## config.mk

```make
export PLATFORM = sky130hd
export DESIGN_NAME = control_unit
export DESIGN_NICKNAME = d
export VERILOG_FILES = /design/src/rtl/control_unit_pkg.sv /design/src/rtl/control_unit_branch_cond.sv /design/src/rtl/control_unit.sv
export SDC_FILE = /design/constraint.sdc
export NUM_CORES = 1
export LEC_CHECK = 0
export CORE_MARGIN = 2
export CORE_UTILIZATION = 32
export CTS_BUF_LIST = sky130_fd_sc_hd__clkbuf_8
export CTS_CLUSTER_DIAMETER = 40
export CTS_CLUSTER_SIZE = 12
export DETAILED_ROUTE_END_ITERATION = 6
export PLACE_DENSITY = 0.86
export SYNTH_ARGS = -nofsm -noshare
export SYNTH_HDL_FRONTEND = slang
export SYNTH_HIERARCHICAL = 1
export SYNTH_SLANG_ARGS = --single-unit
export TNS_END_PERCENT = 100
```

## constraint.sdc

```tcl
create_clock -name clk -period 1.9 [get_ports clk]
set_clock_uncertainty 0.1 [all_clocks]
set_input_delay 0.19 -clock clk [delete_from_list [all_inputs] [get_ports clk]]
set_output_delay 0.19 -clock clk [all_outputs]
set_load 0.03 [all_outputs]
```

## src/rtl/control_unit_pkg.sv

```systemverilog
// Shared definitions for the control unit of the 16-bit rudimentary machine:
// state codes, opcode classes, ALU functions, branch condition codes and
// register-file read-select codes.
package control_unit_pkg;

  typedef enum logic [2:0] {
    StIdle   = 3'd0,
    StFetch  = 3'd1,
    StDecode = 3'd2,
    StAlu    = 3'd3,
    StLoad   = 3'd4,
    StStore  = 3'd5,
    StBranch = 3'd6,
    StHalt   = 3'd7
  } state_e;

  // Opcode classes, IR[15:14]
  localparam logic [1:0] OpcLoad   = 2'b00;
  localparam logic [1:0] OpcStore  = 2'b01;
  localparam logic [1:0] OpcBranch = 2'b10;
  localparam logic [1:0] OpcAlu    = 2'b11;

  // ALU functions, IR[2:0]
  localparam logic [2:0] FnAddi = 3'b000;
  localparam logic [2:0] FnSubi = 3'b001;
  localparam logic [2:0] FnIll0 = 3'b010;
  localparam logic [2:0] FnIll1 = 3'b011;
  localparam logic [2:0] FnAdd  = 3'b100;
  localparam logic [2:0] FnSub  = 3'b101;
  localparam logic [2:0] FnAsr  = 3'b110;
  localparam logic [2:0] FnAnd  = 3'b111;

  // Branch conditions, IR[13:11]
  localparam logic [2:0] CondAlways = 3'b000;
  localparam logic [2:0] CondZ      = 3'b001;
  localparam logic [2:0] CondN      = 3'b010;
  localparam logic [2:0] CondNz     = 3'b011;
  localparam logic [2:0] CondNever  = 3'b100;
  localparam logic [2:0] CondNotZ   = 3'b101;
  localparam logic [2:0] CondNotN   = 3'b110;
  localparam logic [2:0] CondPos    = 3'b111;

  // Register-file read select: Rd = IR[13:11], Ri = IR[10:8], Rf2 = IR[7:5]
  localparam logic [1:0] SelRd  = 2'b00;
  localparam logic [1:0] SelRi  = 2'b01;
  localparam logic [1:0] SelRf2 = 2'b10;

  function automatic logic is_illegal_func(input logic [2:0] fn);
    return (fn == FnIll0) || (fn == FnIll1);
  endfunction

endpackage

```

## src/rtl/control_unit_branch_cond.sv

```systemverilog
// Branch condition evaluator (purely combinational).
// Ports:
//   cond_i    branch condition code, IR[13:11]
//   flag_z_i  zero flag
//   flag_n_i  negative flag
//   taken_o   1 = branch is taken
module control_unit_branch_cond
  import control_unit_pkg::*;
(
  input  logic [2:0] cond_i,
  input  logic       flag_z_i,
  input  logic       flag_n_i,
  output logic       taken_o
);

  always_comb begin
    taken_o = 1'b0;
    unique case (cond_i)
      CondAlways: taken_o = 1'b1;
      CondZ:      taken_o = flag_z_i;
      CondN:      taken_o = flag_n_i;
      CondNz:     taken_o = flag_n_i | flag_z_i;
      CondNever:  taken_o = 1'b0;
      CondNotZ:   taken_o = ~flag_z_i;
      CondNotN:   taken_o = ~flag_n_i;
      CondPos:    taken_o = ~flag_n_i & ~flag_z_i;
    endcase
  end

endmodule

```

## src/rtl/control_unit.sv

```systemverilog
// Multi-cycle fetch/decode/execute sequencer for the 16-bit rudimentary machine.
// Drives the register-file read select, write enable, IR/PC/RA/A latch loads,
// ALU function and the memory request/acknowledge handshake.
// Ports:
//   clk, rst_n          clock, synchronous active-low reset
//   run                 execute enable, sampled in IDLE and at instruction end
//   ir, flag_z, flag_n  instruction register and condition flags
//   mem_ack             memory completes the current request this cycle
//   mem_req/mem_we/sel_addr          memory request, write, address select (0 PC, 1 RA)
//   ld_ir/ld_pc/sel_pc/ld_ra/ld_a    datapath latch controls
//   sel_Rf/Erd/sel_regin/sel_imm     register file and ALU operand controls
//   alu_op/ld_flags                  ALU function and flag update
//   illegal             sticky illegal-instruction indicator
//   state_o             current state (debug)
module control_unit
  import control_unit_pkg::*;
#(
  parameter int unsigned IW  = 16,
  parameter int unsigned OPW = 3
) (
  input  logic           clk,
  input  logic           rst_n,
  input  logic           run,
  input  logic [IW-1:0]  ir,
  input  logic           flag_z,
  input  logic           flag_n,
  input  logic           mem_ack,
  output logic           mem_req,
  output logic           mem_we,
  output logic           sel_addr,
  output logic           ld_ir,
  output logic           ld_pc,
  output logic           sel_pc,
  output logic           ld_ra,
  output logic           ld_a,
  output logic [1:0]     sel_Rf,
  output logic           Erd,
  output logic           sel_regin,
  output logic           sel_imm,
  output logic [OPW-1:0] alu_op,
  output logic           ld_flags,
  output logic           illegal,
  output logic [2:0]     state_o
);

  state_e state_q, state_d;
  logic   illegal_q, illegal_d;
  logic   taken;
  state_e end_state;

  // IR[10:3] feed the datapath directly; the sequencer never looks at them.
  logic unused_ir;
  assign unused_ir = ^ir[10:3];

  control_unit_branch_cond u_branch_cond (
    .cond_i   (ir[13:11]),
    .flag_z_i (flag_z),
    .flag_n_i (flag_n),
    .taken_o  (taken)
  );

  // Instruction boundary: run decides whether to fetch again or park.
  assign end_state = run ? StFetch : StIdle;

  always_ff @(posedge clk) begin
    if (!rst_n) begin
      state_q   <= StIdle;
      illegal_q <= 1'b0;
    end else begin
      state_q   <= state_d;
      illegal_q <= illegal_d;
    end
  end

  always_comb begin
    state_d   = state_q;
    illegal_d = illegal_q;
    mem_req   = 1'b0;
    mem_we    = 1'b0;
    sel_addr  = 1'b0;
    ld_ir     = 1'b0;
    ld_pc     = 1'b0;
    sel_pc    = 1'b0;
    ld_ra     = 1'b0;
    ld_a      = 1'b0;
    sel_Rf    = SelRd;
    Erd       = 1'b0;
    sel_regin = 1'b0;
    sel_imm   = 1'b0;
    alu_op    = '0;
    ld_flags  = 1'b0;

    unique case (state_q)
      StIdle: begin
        if (run) state_d = StFetch;
      end
      StFetch: begin
        mem_req = 1'b1;
        // PC+1 is taken in the same cycle the instruction word arrives.
        if (mem_ack) begin
          ld_ir   = 1'b1;
          ld_pc   = 1'b1;
          state_d = StDecode;
        end
      end
      StDecode: begin
        // Read Ri once: it feeds both the RA address adder and operand A.
        sel_Rf = SelRi;
        ld_ra  = 1'b1;
        ld_a   = 1'b1;
        unique case (ir[15:14])
          OpcLoad:   state_d = StLoad;
          OpcStore:  state_d = StStore;
          OpcBranch: state_d = StBranch;
          OpcAlu: begin
            if (is_illegal_func(ir[2:0])) begin
              state_d   = StHalt;
              illegal_d = 1'b1;
            end else begin
              state_d = StAlu;
            end
          end
        endcase
      end
      StAlu: begin
        alu_op    = ir[OPW-1:0];
        Erd       = 1'b1;
        sel_regin = 1'b1;
        ld_flags  = 1'b1;
        if (ir[2]) begin
          sel_Rf = SelRf2;
        end else begin
          sel_Rf  = SelRd;
          sel_imm = 1'b1;
        end
        state_d = end_state;
      end
      StLoad: begin
        mem_req  = 1'b1;
        sel_addr = 1'b1;
        if (mem_ack) begin
          Erd      = 1'b1;
          ld_flags = 1'b1;
          state_d  = end_state;
        end
      end
      StStore: begin
        mem_req  = 1'b1;
        mem_we   = 1'b1;
        sel_addr = 1'b1;
        sel_Rf   = SelRd;
        if (mem_ack) state_d = end_state;
      end
      StBranch: begin
        ld_pc   = taken;
        sel_pc  = taken;
        state_d = end_state;
      end
      StHalt: begin
        state_d = StHalt;
      end
    endcase
  end

  assign illegal = illegal_q;
  assign state_o = state_q;

endmodule

```

# Word-level counts from Yosys, hierarchy flattened
# Index checks and enable logic that the tools add are counted.
word_totals:
  output_inout_bits: 21
  ff_bits: 4
  in_bits: 22
  word_cells: 60
classes:
  reduce_logical: 9
  n_mux: 23
  eq_ne: 22
  bitwise: 4
op_table:
  columns: ["cell", "n"]
  rows:
  - ["equality test 3 bit, second input constant", 8]
  - ["equality test 3 x 2 -> 1 bit, second input constant", 6]
  - ["one-hot mux 3 bit (6 select lines)", 1]
  - ["2-to-1 mux 3 bit", 5]
  - ["one-hot mux 3 bit (4 select lines)", 1]
  - ["2-to-1 mux 1 bit", 11]
  - ["one-hot mux 1 bit (8 select lines)", 1]
  - ["equality test 3 x 1 -> 1 bit, second input constant", 2]
  - ["logical NOT 3 bit", 2]
  - ["AND reduction 3 bit", 2]
  - ["equality test 2 bit, second input constant", 2]
  - ["inequality test 2 bit, second input constant", 2]
  - ["one-hot mux 1 bit (2 select lines)", 2]
  - ["one-hot mux 2 bit (2 select lines)", 1]
  - ["OR reduction 2 bit", 2]
  - ["OR reduction 3 bit", 1]
  - ["equality test 2 x 1 -> 1 bit, second input constant", 1]
  - ["logical NOT 2 bit", 1]
  - ["2-to-1 mux 2 bit", 1]
  - ["inequality test 2 x 1 -> 1 bit, second input constant", 1]
  - ["NOT 1 bit", 2]
  - ["AND 1 bit", 1]
  - ["logical OR 1 bit", 1]
  - ["OR 1 bit", 1]

# Depth between registers and ports, before layout
# Gate-level depths: netlist of run 1.
depth:
  depth_word: 5
  depth_mapped: 6
  depth_no_buf: 5

# Modules after synthesis
# The synthesis of run 1 kept the hierarchy.
by_module_without_submodules:
  columns: ["mod", "cells_each", "area_each_um2", "n_inst"]
  rows:
  - ["control_unit", 51, 416.6, 1]
  - ["control_unit_branch_cond", 3, 21.3, 1]

# Worst setup path after synthesis of run 1
# OpenSTA, ideal clock, no wires.
synth_timing:
  kind: "reg2out"
  startpoint: "reg state_q[0], in the netlist state_o[0]"
  endpoint: "out ld_flags"
  path_slack_ns: -0.004
  t_arrival_ns: 1.614
  t_required_ns: 1.610
  path_stages_with_launch: 7
  cell_sequence: "dfxtp_1 buf_6 and2b_4 nand2_4 inv_2 a31o_1 buf_4"
synth_between:
  elab_chain_len: 2
  word_cells_on_any_way: 3
synth_lines:
  columns: ["item", "line_no", "rtl"]
  rows:
  - ["from (decl)", "control_unit.sv:46", "state_e state_q, state_d;"]
  - ["from (signal assigned)", "control_unit.sv:67", "state_q <= StIdle;"]
  - ["from (signal assigned)", "control_unit.sv:70", "state_q <= state_d;"]
  - ["equality test 3 bit or equality test 3 x 2 -> 1 bit (tied branches)", null, null]
  - ["one-hot mux 1 bit (2 select lines) *", null, null]
  - ["to (decl)", "control_unit.sv:41", "output logic ld_flags,"]
# Mark *: on every way between the ends. The rest lies on a longest branch, timed or not.

# Worst setup path in the final report of run 1
layout_timing:
  startpoint: "in flag_z"
  endpoint: "out ld_pc"
layout_between:
  elab_chain_len: 4
  word_cells_on_any_way: 5
layout_lines:
  columns: ["item", "line_no", "rtl"]
  rows:
  - ["from (decl)", "control_unit.sv:25", "input logic flag_z,"]
  - ["NOT 1 bit", "control_unit_branch_cond.sv:24, control_unit_branch_cond.sv:26", null]
  - ["AND 1 bit", "control_unit_branch_cond.sv:26", "CondPos: taken_o = ~flag_n_i & ~flag_z_i;"]
  - ["one-hot mux 1 bit (8 select lines) *", "control_unit_branch_cond.sv:18", "unique case (cond_i)"]
  - ["via taken", "control_unit.sv:48", "logic taken;"]
  - ["one-hot mux 1 bit (2 select lines) *", "control_unit.sv:93", "unique case (state_q)"]
  - ["to (decl)", "control_unit.sv:32", "output logic ld_pc,"]
# The timed path passes the listed nets; every way through them passes the cells marked *.

==> tab_implementation.tex, run 1 <==
\begin{tabular}{lr}
\hline
Metric & Value \\
\hline
\multicolumn{2}{l}{\textbf{Floorplan}} \\
\quad Die extent in y & 41.0 µm \\
\quad Die Width & 41.0 µm \\
\quad Number of top-level pins & 43 \\
\quad Starting utilization of the core area & 0.341 \\
\quad Number of cell rows & 13 \\
\quad Die Area & 1680 µm² \\
\quad Core Region & 1280 µm² \\
\multicolumn{2}{l}{\textbf{Power and ir drop}} \\
\quad Max VDD drop & 322 µV \\
\quad Areal power density over the cells & 670 nW/µm² \\
\quad Tot Pwr & 555 µW \\
\quad Net Sw Frac & 0.362 \\
\quad Internal cell power & 354 µW \\
\quad Proportion of power drawn by combinational gates & 0.486 \\
\quad Clock network fraction of total power & 0.326 \\
\quad Power spent charging and discharging nets & 201 µW \\
\quad Static leakage power & 0.447 nW \\
\quad Sequential share of power & 0.188 \\
\multicolumn{2}{l}{\textbf{Run}} \\
\quad Number of violations of the max-capacitance limit & 0 \\
\multicolumn{2}{l}{\textbf{Logic synthesis}} \\
\quad Cell Area, Synth & 438 µm² \\
\quad Syn Nets & 76 \\
\quad Warning count from the yosys run & 6 \\
\quad Most used flip-flop cell after synthesis & dfxtp\_1 \\
\quad Fraction of registers with async set or reset after synthesis & 0 \\
\quad Share of the synthesized area in the top cell type & 0.183 \\
\quad Post-synthesis cell count & 54 \\
\quad Number of storage elements in the synthesis netlist & 4 \\
\quad Syn\_area\_per\_cell & 8.11 µm² \\
\quad Post-synthesis sequential area ratio & 0.183 \\
\quad Dominant cells by area after synthesis & dfxtp\_1 (18\%), and3\_1 (7.1\%), buf\_4 (6.9\%) \\
\quad Count of flip-flops with a built-in enable after synthesis & 0 \\
\quad Library cells used by synthesis & 32 \\
\quad Synth top cells by count & and3\_1 (5), nand2\_1 (5), buf\_4 (4), dfxtp\_1 (4), nor2\_1 (3) \\
\quad Library cell with the largest summed area after synthesis & dfxtp\_1 \\
\multicolumn{2}{l}{\textbf{Route}} \\
\quad First-pass iteration count of the detailed router & 4 \\
\quad Routed wire length & 1280 µm \\
\quad DRC violations left & 0 \\
\quad Count of antenna-violating nets left after detailed routing & 0 \\
\quad Iteration-0 DRC Markers & 10 \\
\quad Routed via count & 531 \\
\quad Routed vias/inst & 4.87 \\
\quad WL per Instance & 11.7 µm \\
\multicolumn{2}{l}{\textbf{Final layout}} \\
\quad Register Area & 80.1 µm² \\
\quad Antenna Diode Count & 0 \\
\quad Synth-to-Final Area Change & 89.1\% \\
\quad Count of non-filler cells in the finished layout & 109 \\
\quad Final core utilization & 0.645 \\
\quad Area of combinational cells with multiple inputs & 294 µm² \\
\quad Filler instances & 117 \\
\quad Fin area & 828 µm² \\
\quad Nets & 118 \\
\quad Share of final-layout standard cells stronger than drive strength 1 & 0.351 \\
\multicolumn{2}{l}{\textbf{Worst setup path}} \\
\quad Req. time, crit path & 1610 ps \\
\quad Critical Path Sink Type & primary output \\
\quad Slowest stage delay, CP & 400 ps \\
\quad Number of buffer and inverter stages on the critical path & 2 \\
\quad Maximum fanout encountered on the critical timing path & 2 \\
\quad Slowest cell on the critical path & clkdlybuf4s50\_1 \\
\quad Type of element launching the critical path & primary input \\
\quad Top cell family by delay on the critical path & buffers and inverters \\
\quad Category of the critical setup timing path & primary input to primary output \\
\quad Crit path cell chain & clkdlybuf4s50\_1 -> a22oi\_1 -> o21ai\_1 -> xor2\_1 -> and3\_1 -> or2\_1 -> buf\_6 \\
\quad Arrival time at the worst endpoint & 1530 ps \\
\multicolumn{2}{l}{\textbf{Global routing}} \\
\quad Antenna violations before repair & 0 \\
\quad All-Layer GR Usage & 0.185 \\
\quad Leftover overflow at the end of global routing & 0 \\
\quad First-pass GRT wire length & 1930 µm \\
\quad Largest net degree at the start of global routing & 14 \\
\quad Vias in the first global route & 466 \\
\multicolumn{2}{l}{\textbf{Clock network}} \\
\quad Clock Sinks & 4 \\
\quad Hold\_buf cts & 0 \\
\quad Setup Buffers After CTS & 0 \\
\quad Clock tree from TritonCTS & done \\
\quad Clock latency of the later-clocked register in the worst-skew pair & 220 ps \\
\quad Number of buffers created by CTS & 3 \\
\quad Clock Root Buffer & clkbuf\_8 \\
\quad Clock transition at the registers of the reported paths & 30 ps \\
\quad Maximum number of buffers from clock root to sink & 2 \\
\quad Number of levels in the clock H-tree & 1 \\
\multicolumn{2}{l}{\textbf{Timing}} \\
\quad Share of the clock period used by the worst path & 0.955 \\
\quad Min Tclk post-route & 1820 ps \\
\quad Rel. slew slack & 0.736 \\
\quad Fin worst setup slack & 84.9 ps \\
\quad Worst hold margin & 376 ps \\
\quad Max frequency & 0.551 GHz \\
\quad Setup repair after global routing missed its margin & no \\
\quad Number of hold-slack violations in the final timing report & 0 \\
\quad Setup TNS after final layout & 0 ps \\
\quad Final setup violation count & 0 \\
\quad Slew @ Worst Pin & 386 ps \\
\quad Slew Viols, Final & 0 \\
\multicolumn{2}{l}{\textbf{Placed design}} \\
\quad Post-detail-place hpwl & 970 µm \\
\quad Global placement routability congestion & 0.785 \\
\quad Post-placement setup slack & -393 ps \\
\quad \# port buffers & 34 \\
\quad Post-place instance area & 785 µm² \\
\quad Instance count after placement with tap cells included & 106 \\
\multicolumn{2}{l}{\textbf{Hold path}} \\
\quad Worst hold-check path type & flop to flop \\
\multicolumn{2}{l}{\textbf{Run status}} \\
\quad Result of the run & completed \\
\hline
\end{tabular}
## metal layers
metal | up-vias | track usage | routed length, µm
li1 | 266 | - | -
met1 | 230 | 0.218 | 507
met2 | 32 | 0.285 | 613
met3 | 3 | 0.0543 | 130
met4 | 0 | 0.125 | 25
met5 | - | 0 | 0
## registers in the layout, indices dropped and copies added, names as in the netlist
signal / flops
state_o: 3
illegal: 1
## final cells by class
class	count	share of cell area
Sequential cell	4	0.0967
Clock buffer	3	0.0498
Timing Repair Buffer	43	0.462
Tap cell	15	0.0227
Multi-Input combinational cell	41	0.355
Inverter	3	0.0136
## final timing paths
path                    from         end  slack [ps]  cells past startpoint
setup reg to reg  state_o[2]  state_o[0]         610                      4
hold reg to reg      illegal     illegal         380                      1
setup / recovery      flag_z       ld_pc          80                      7
hold / removal       illegal     illegal         380                      1
## power by group through the flow
stage / Combinational (mW) / Clock (mW) / Sequential [mW]
2_1_floorplan: 0.161 / 0 / 0.115
3_3_place_gp: 0.275 / 0 / 0.105
3_5_place_dp: 0.277 / 0 / 0.106
4_1_cts: 0.271 / 0.183 / 0.104
5_1_grt: 0.290 / 0.194 / 0.106
6_report: 0.269 / 0.181 / 0.104
## logic make-up (layout without fill, tap and decap cells)
| group | Yosys count | after routing | share of synthesized area |
|---|---|---|---|
| AO/OA/AOI/OAI | 12 | 12 | 0.209 |
| XOR/XNOR | 1 | 1 | 0.0200 |
| buffers and inverters | 9 | 49 | 0.146 |
| flip-flops | 4 | 4 | 0.183 |
| AND/OR/NAND/NOR | 28 | 28 | 0.443 |
## timing repair
item | 4_1_cts | 5_1_grt
pin swaps | 0 | 3
hold endpoints to repair | 0 | 0
resized for setup | 8 | 8
cloned | 0 | 0
endpoints found under the setup margin | 6 | 2
## cells in the final DEF, fill, tap and decap left out, types with 2 or more instances in the layout
cell	synthesis	final
dlygate4sd2_1	0	5
and3_1	5	5
dlymetal6s2s_1	0	3
and2_1	2	2
nand2_1	5	5
nand2b_1	2	2
dfxtp_1	4	4
nor2_1	3	3
a21oi_1	2	2
buf_4	4	20
clkbuf_8	0	3
clkdlybuf4s50_1	0	14
inv_1	2	2
o21ai_1	2	2
(Power assumes the default switching activity.)
==> inputs of run 2 (changes only) <==
--- a/config.mk
+++ b/config.mk
@@ -11,6 +11,7 @@
 export CTS_CLUSTER_DIAMETER = 40
 export CTS_CLUSTER_SIZE = 12
 export DETAILED_ROUTE_END_ITERATION = 6
+export GPL_ROUTABILITY_DRIVEN = 0
 export PLACE_DENSITY = 0.86
 export SYNTH_ARGS = -nofsm -noshare
 export SYNTH_HDL_FRONTEND = slang
==> results of run 2 <==
Same layout as run 1: the final DEF is identical, and so are final timing and power.
==> inputs of run 3 (changes only) <==
--- a/config.mk
+++ b/config.mk
@@ -6,15 +6,13 @@
 export NUM_CORES = 1
 export LEC_CHECK = 0
 export CORE_MARGIN = 2
-export CORE_UTILIZATION = 32
-export CTS_BUF_LIST = sky130_fd_sc_hd__clkbuf_8
+export CORE_UTILIZATION = 29
 export CTS_CLUSTER_DIAMETER = 40
 export CTS_CLUSTER_SIZE = 12
 export DETAILED_ROUTE_END_ITERATION = 6
 export GPL_ROUTABILITY_DRIVEN = 0
-export PLACE_DENSITY = 0.86
+export PLACE_DENSITY = 0.82
 export SYNTH_ARGS = -nofsm -noshare
 export SYNTH_HDL_FRONTEND = slang
-export SYNTH_HIERARCHICAL = 1
 export SYNTH_SLANG_ARGS = --single-unit
 export TNS_END_PERCENT = 100
==> tab_implementation.tex, run 3 <==
\begin{tabular}{lr}
\hline
Metric & Value \\
\hline
\multicolumn{2}{l}{\textbf{Logic synthesis}} \\
\quad Syn\_area\_per\_cell & 7.74 µm² (-4.5\%) \\
\quad Post-synthesis cell count & 53 (-1.9\%) \\
\quad Cell Area, Synth & 410 µm² (-6.3\%) \\
\quad Library cells used by synthesis & 29 (-9.4\%) \\
\quad Dominant cell by count in the synthesized netlist & and2\_1 \\
\quad Synth top cells by count & and2\_1 (6), nand2\_1 (5), buf\_4 (4), dfxtp\_1 (4) \\
\quad Dominant cells by area after synthesis & dfxtp\_1 (20\%), and2\_1 (9.1\%), buf\_4 (7.3\%) \\
\quad Warning count from the yosys run & 0 (-6) \\
\quad Share of the synthesized area in the top cell type & 0.195 (+0.0123) \\
\quad Fraction of registers with async set or reset after synthesis & 0 (unchanged) \\
\quad Most used flip-flop cell after synthesis & dfxtp\_1 \\
\quad Post-synthesis sequential area ratio & 0.195 (+0.0123) \\
\quad Library cell with the largest summed area after synthesis & dfxtp\_1 \\
\quad Number of storage elements in the synthesis netlist & 4 (unchanged) \\
\quad Count of flip-flops with a built-in enable after synthesis & 0 (unchanged) \\
\quad Syn Nets & 75 (-1.3\%) \\
\multicolumn{2}{l}{\textbf{Clock network}} \\
\quad Clock Root Buffer & clkbuf\_4 \\
\quad Clock latency of the later-clocked register in the worst-skew pair & 240 ps (+20 ps) \\
\quad Number of levels in the clock H-tree & 1 (unchanged) \\
\quad Maximum number of buffers from clock root to sink & 2 (unchanged) \\
\quad Clock transition at the registers of the reported paths & 40 ps (about the same) \\
\quad Setup Buffers After CTS & 0 (unchanged) \\
\quad Clock tree from TritonCTS & done \\
\quad Number of buffers created by CTS & 3 (unchanged) \\
\quad Clock Sinks & 4 (unchanged) \\
\multicolumn{2}{l}{\textbf{Global routing}} \\
\quad Antenna violations before repair & 0 (unchanged) \\
\quad Vias in the first global route & 465 (-0.21\%) \\
\quad First-pass GRT wire length & 1860 µm (-3.6\%) \\
\quad Leftover overflow at the end of global routing & 0 (unchanged) \\
\quad All-Layer GR Usage & 0.135 (-0.0507) \\
\quad Largest net degree at the start of global routing & 12 (-2) \\
\multicolumn{2}{l}{\textbf{Hold path}} \\
\quad Worst hold-check path type & flop to flop \\
\quad Min-Delay Startpoint & illegal \\
\quad Number of stages on the worst hold path & 1 (unchanged) \\
\quad Worst hold path endpoint & illegal \\
\multicolumn{2}{l}{\textbf{Route}} \\
\quad WL per Instance & 10.6 µm (-9.8\%) \\
\quad Count of antenna-violating nets left after detailed routing & 0 (unchanged) \\
\quad DRC violations left & 0 (unchanged) \\
\quad Routed vias/inst & 4.77 (-2.1\%) \\
\quad First-pass iteration count of the detailed router & 3 (-1) \\
\quad Routed via count & 491 (-7.5\%) \\
\quad Iteration-0 DRC Markers & 3 (-7) \\
\quad Routed wire length & 1090 µm (-15\%) \\
\multicolumn{2}{l}{\textbf{Floorplan}} \\
\quad Starting utilization of the core area & 0.311 (-0.0293) \\
\quad Core Region & 1320 µm² (+2.5\%) \\
\quad Die Width & 41.6 µm (+1.5\%) \\
\quad Die extent in y & 41.6 µm (+1.5\%) \\
\quad Number of top-level pins & 43 (unchanged) \\
\quad Die Area & 1730 µm² (+3.1\%) \\
\quad Number of cell rows & 13 (unchanged) \\
\multicolumn{2}{l}{\textbf{Worst setup path}} \\
\quad Arrival time at the worst endpoint & 1500 ps (-30 ps) \\
\quad Worst reg-to-reg setup slack & 560 ps (-50 ps) \\
\quad Type of element launching the critical path & flop \\
\quad Critical Path Sink Type & primary output \\
\quad Crit path cell chain & buf\_4 -> clkdlybuf4s50\_1 \\
\quad Worst r2r path cells & 5 (+1) \\
\quad Top cell family by delay on the critical path & buffers and inverters \\
\quad Slowest stage delay, CP & 660 ps (+260 ps) \\
\quad Capture instance of the worst register-to-register path & state\_o[1] \\
\quad Category of the critical setup timing path & flop to primary output \\
\quad Number of buffer and inverter stages on the critical path & 2 (unchanged) \\
\quad Slowest cell on the critical path & clkdlybuf4s50\_1 \\
\quad Req. time, crit path & 1610 ps (about the same) \\
\quad Maximum fanout encountered on the critical timing path & 6 (+4) \\
\quad FF-to-FF Start & state\_o[1] \\
\multicolumn{2}{l}{\textbf{Timing}} \\
\quad Min Tclk post-route & 1790 ps (-20.8 ps) \\
\quad Setup TNS after final layout & 0 ps (unchanged) \\
\quad Slew @ Worst Pin & 321 ps (-65.1 ps) \\
\quad Final setup violation count & 0 (unchanged) \\
\quad Worst hold margin & 356 ps (-20.0 ps) \\
\quad Fin worst setup slack & 106 ps (+20.8 ps) \\
\quad Rel. slew slack & 0.786 (+0.0495) \\
\quad Number of hold-slack violations in the final timing report & 0 (unchanged) \\
\quad Setup repair after global routing missed its margin & no \\
\quad Share of the clock period used by the worst path & 0.944 (-0.0110) \\
\quad Slew Viols, Final & 0 (unchanged) \\
\quad Max frequency & 0.557 GHz (+1.2\%) \\
\multicolumn{2}{l}{\textbf{Final layout}} \\
\quad Synth-to-Final Area Change & 82.3\% \\
\quad Filler instances & 144 (+23\%) \\
\quad Final core utilization & 0.568 (-0.0767) \\
\quad Antenna Diode Count & 0 (unchanged) \\
\quad Nets & 112 (-5.1\%) \\
\quad Max FFs per register & 3 (unchanged) \\
\quad Fin area & 748 µm² (-9.7\%) \\
\quad Register Area & 80.1 µm² (unchanged) \\
\quad Most frequent cells in the layout & clkdlybuf4s50\_1 (18), buf\_4 (14), and2\_1 (6) \\
\quad Share of final-layout standard cells stronger than drive strength 1 & 0.250 (-0.101) \\
\quad Area of combinational cells with multiple inputs & 267 µm² (-9.4\%) \\
\quad Leading cell type in the layout, fill and taps excluded & clkdlybuf4s50\_1 \\
\multicolumn{2}{l}{\textbf{Run}} \\
\quad Number of violations of the max-capacitance limit & 0 (unchanged) \\
\multicolumn{2}{l}{\textbf{Power and ir drop}} \\
\quad Max VDD drop & 254 µV (-21\%) \\
\quad Static leakage power & 0.386 nW (-14\%) \\
\quad Areal power density over the cells & 601 nW/µm² (-10\%) \\
\multicolumn{2}{l}{\textbf{Placed design}} \\
\quad \# port buffers & 34 (unchanged) \\
\quad Post-detail-place hpwl & 878 µm (-9.4\%) \\
\quad Post-place instance area & 722 µm² (-8.0\%) \\
\quad Post-placement setup slack & 153 ps (+546 ps) \\
\multicolumn{2}{l}{\textbf{Run status}} \\
\quad Result of the run & completed \\
\hline
\end{tabular}
[run 3: changes by cell type in the layout (fill, tap and decap cells not counted), moves of 2 or more]
cell             change
buf_4                -6
and2_1               +4
and3_1               -4
clkdlybuf4s50_1      +4
clkbuf_4             +3
clkbuf_8             -3
dlygate4sd2_1        -2
[run 3: cell type report]
class                   count  area share
clock buffers               3      0.0301
inverters                   3      0.0151
multi-input cells          40       0.356
flip-flops and latches      4       0.107
well taps                  15      0.0251
repair buffers             38       0.467
[run 3: power by group]
| group | internal (mW) | total, mW | switching [mW] |
|---|---|---|---|
| registers | 0.0922 | 0.103 | 0.0110 |
| clock network | 0.0709 | 0.109 | 0.0379 |
| logic | 0.109 | 0.238 | 0.129 |
| total | 0.272 | 0.450 | 0.178 |
[run 3: worst max path at each step]
| stage | depth (start not counted) | endpoint | start |
|---|---|---|---|
| 3_5_place_dp | 6 | ld_pc | ir[11] |
| 6_report | 2 | state_o[1] | state_o[1] |
| 3_3_place_gp | 3 | sel_imm | ir[2] |
| 5_1_grt | 6 | ld_pc | ir[11] |
| 2_1_floorplan | 4 | ld_pc | state_o[1] |
| 4_1_cts | 3 | ld_a | state_o[2] |
[run 3: cells by family (layout without fill, tap and decap cells)]
| kind of cell | count (synthesis) | in the layout | share of synthesized area |
|---|---|---|---|
| AO/OA/AOI/OAI | 13 | 13 | 0.232 |
| XOR/XNOR | 1 | 1 | 0.0213 |
| buffers and inverters | 9 | 44 | 0.155 |
| flip-flops | 4 | 4 | 0.195 |
| AND/OR/NAND/NOR | 26 | 26 | 0.396 |
[run 3: timing repair]
| action | CTS | global route |
|---|---|---|
| setup endpoints to repair | 4 | 3 |
| gates resized for setup | 3 | 3 |
| hold buffers | 0 | 0 |
| cloned | 0 | 0 |
[run 3: metal layers]
metal,share of wire,global-route usage
met5,0,0
met4,0,0.0194
met3,0.086,0.0565
met2,0.49,0.228
met1,0.42,0.161
[run 3: worst register-to-register path, stage by stage (launching register included)]
cell and delay (ps):
dfxtp_1 420, buf_4 180, nor2b_2 50, buf_4 140, a221oi_1 260, a211oi_1 80
[run 3: metrics by stage]
stage | power, mW | cells
after detailed placement | 0.348 | 100
after global routing | 0.481 | 103
after floorplan | 0.258 | 53
final | 0.450 | 103
after global placement | 0.345 | 100
after CTS | 0.455 | 103
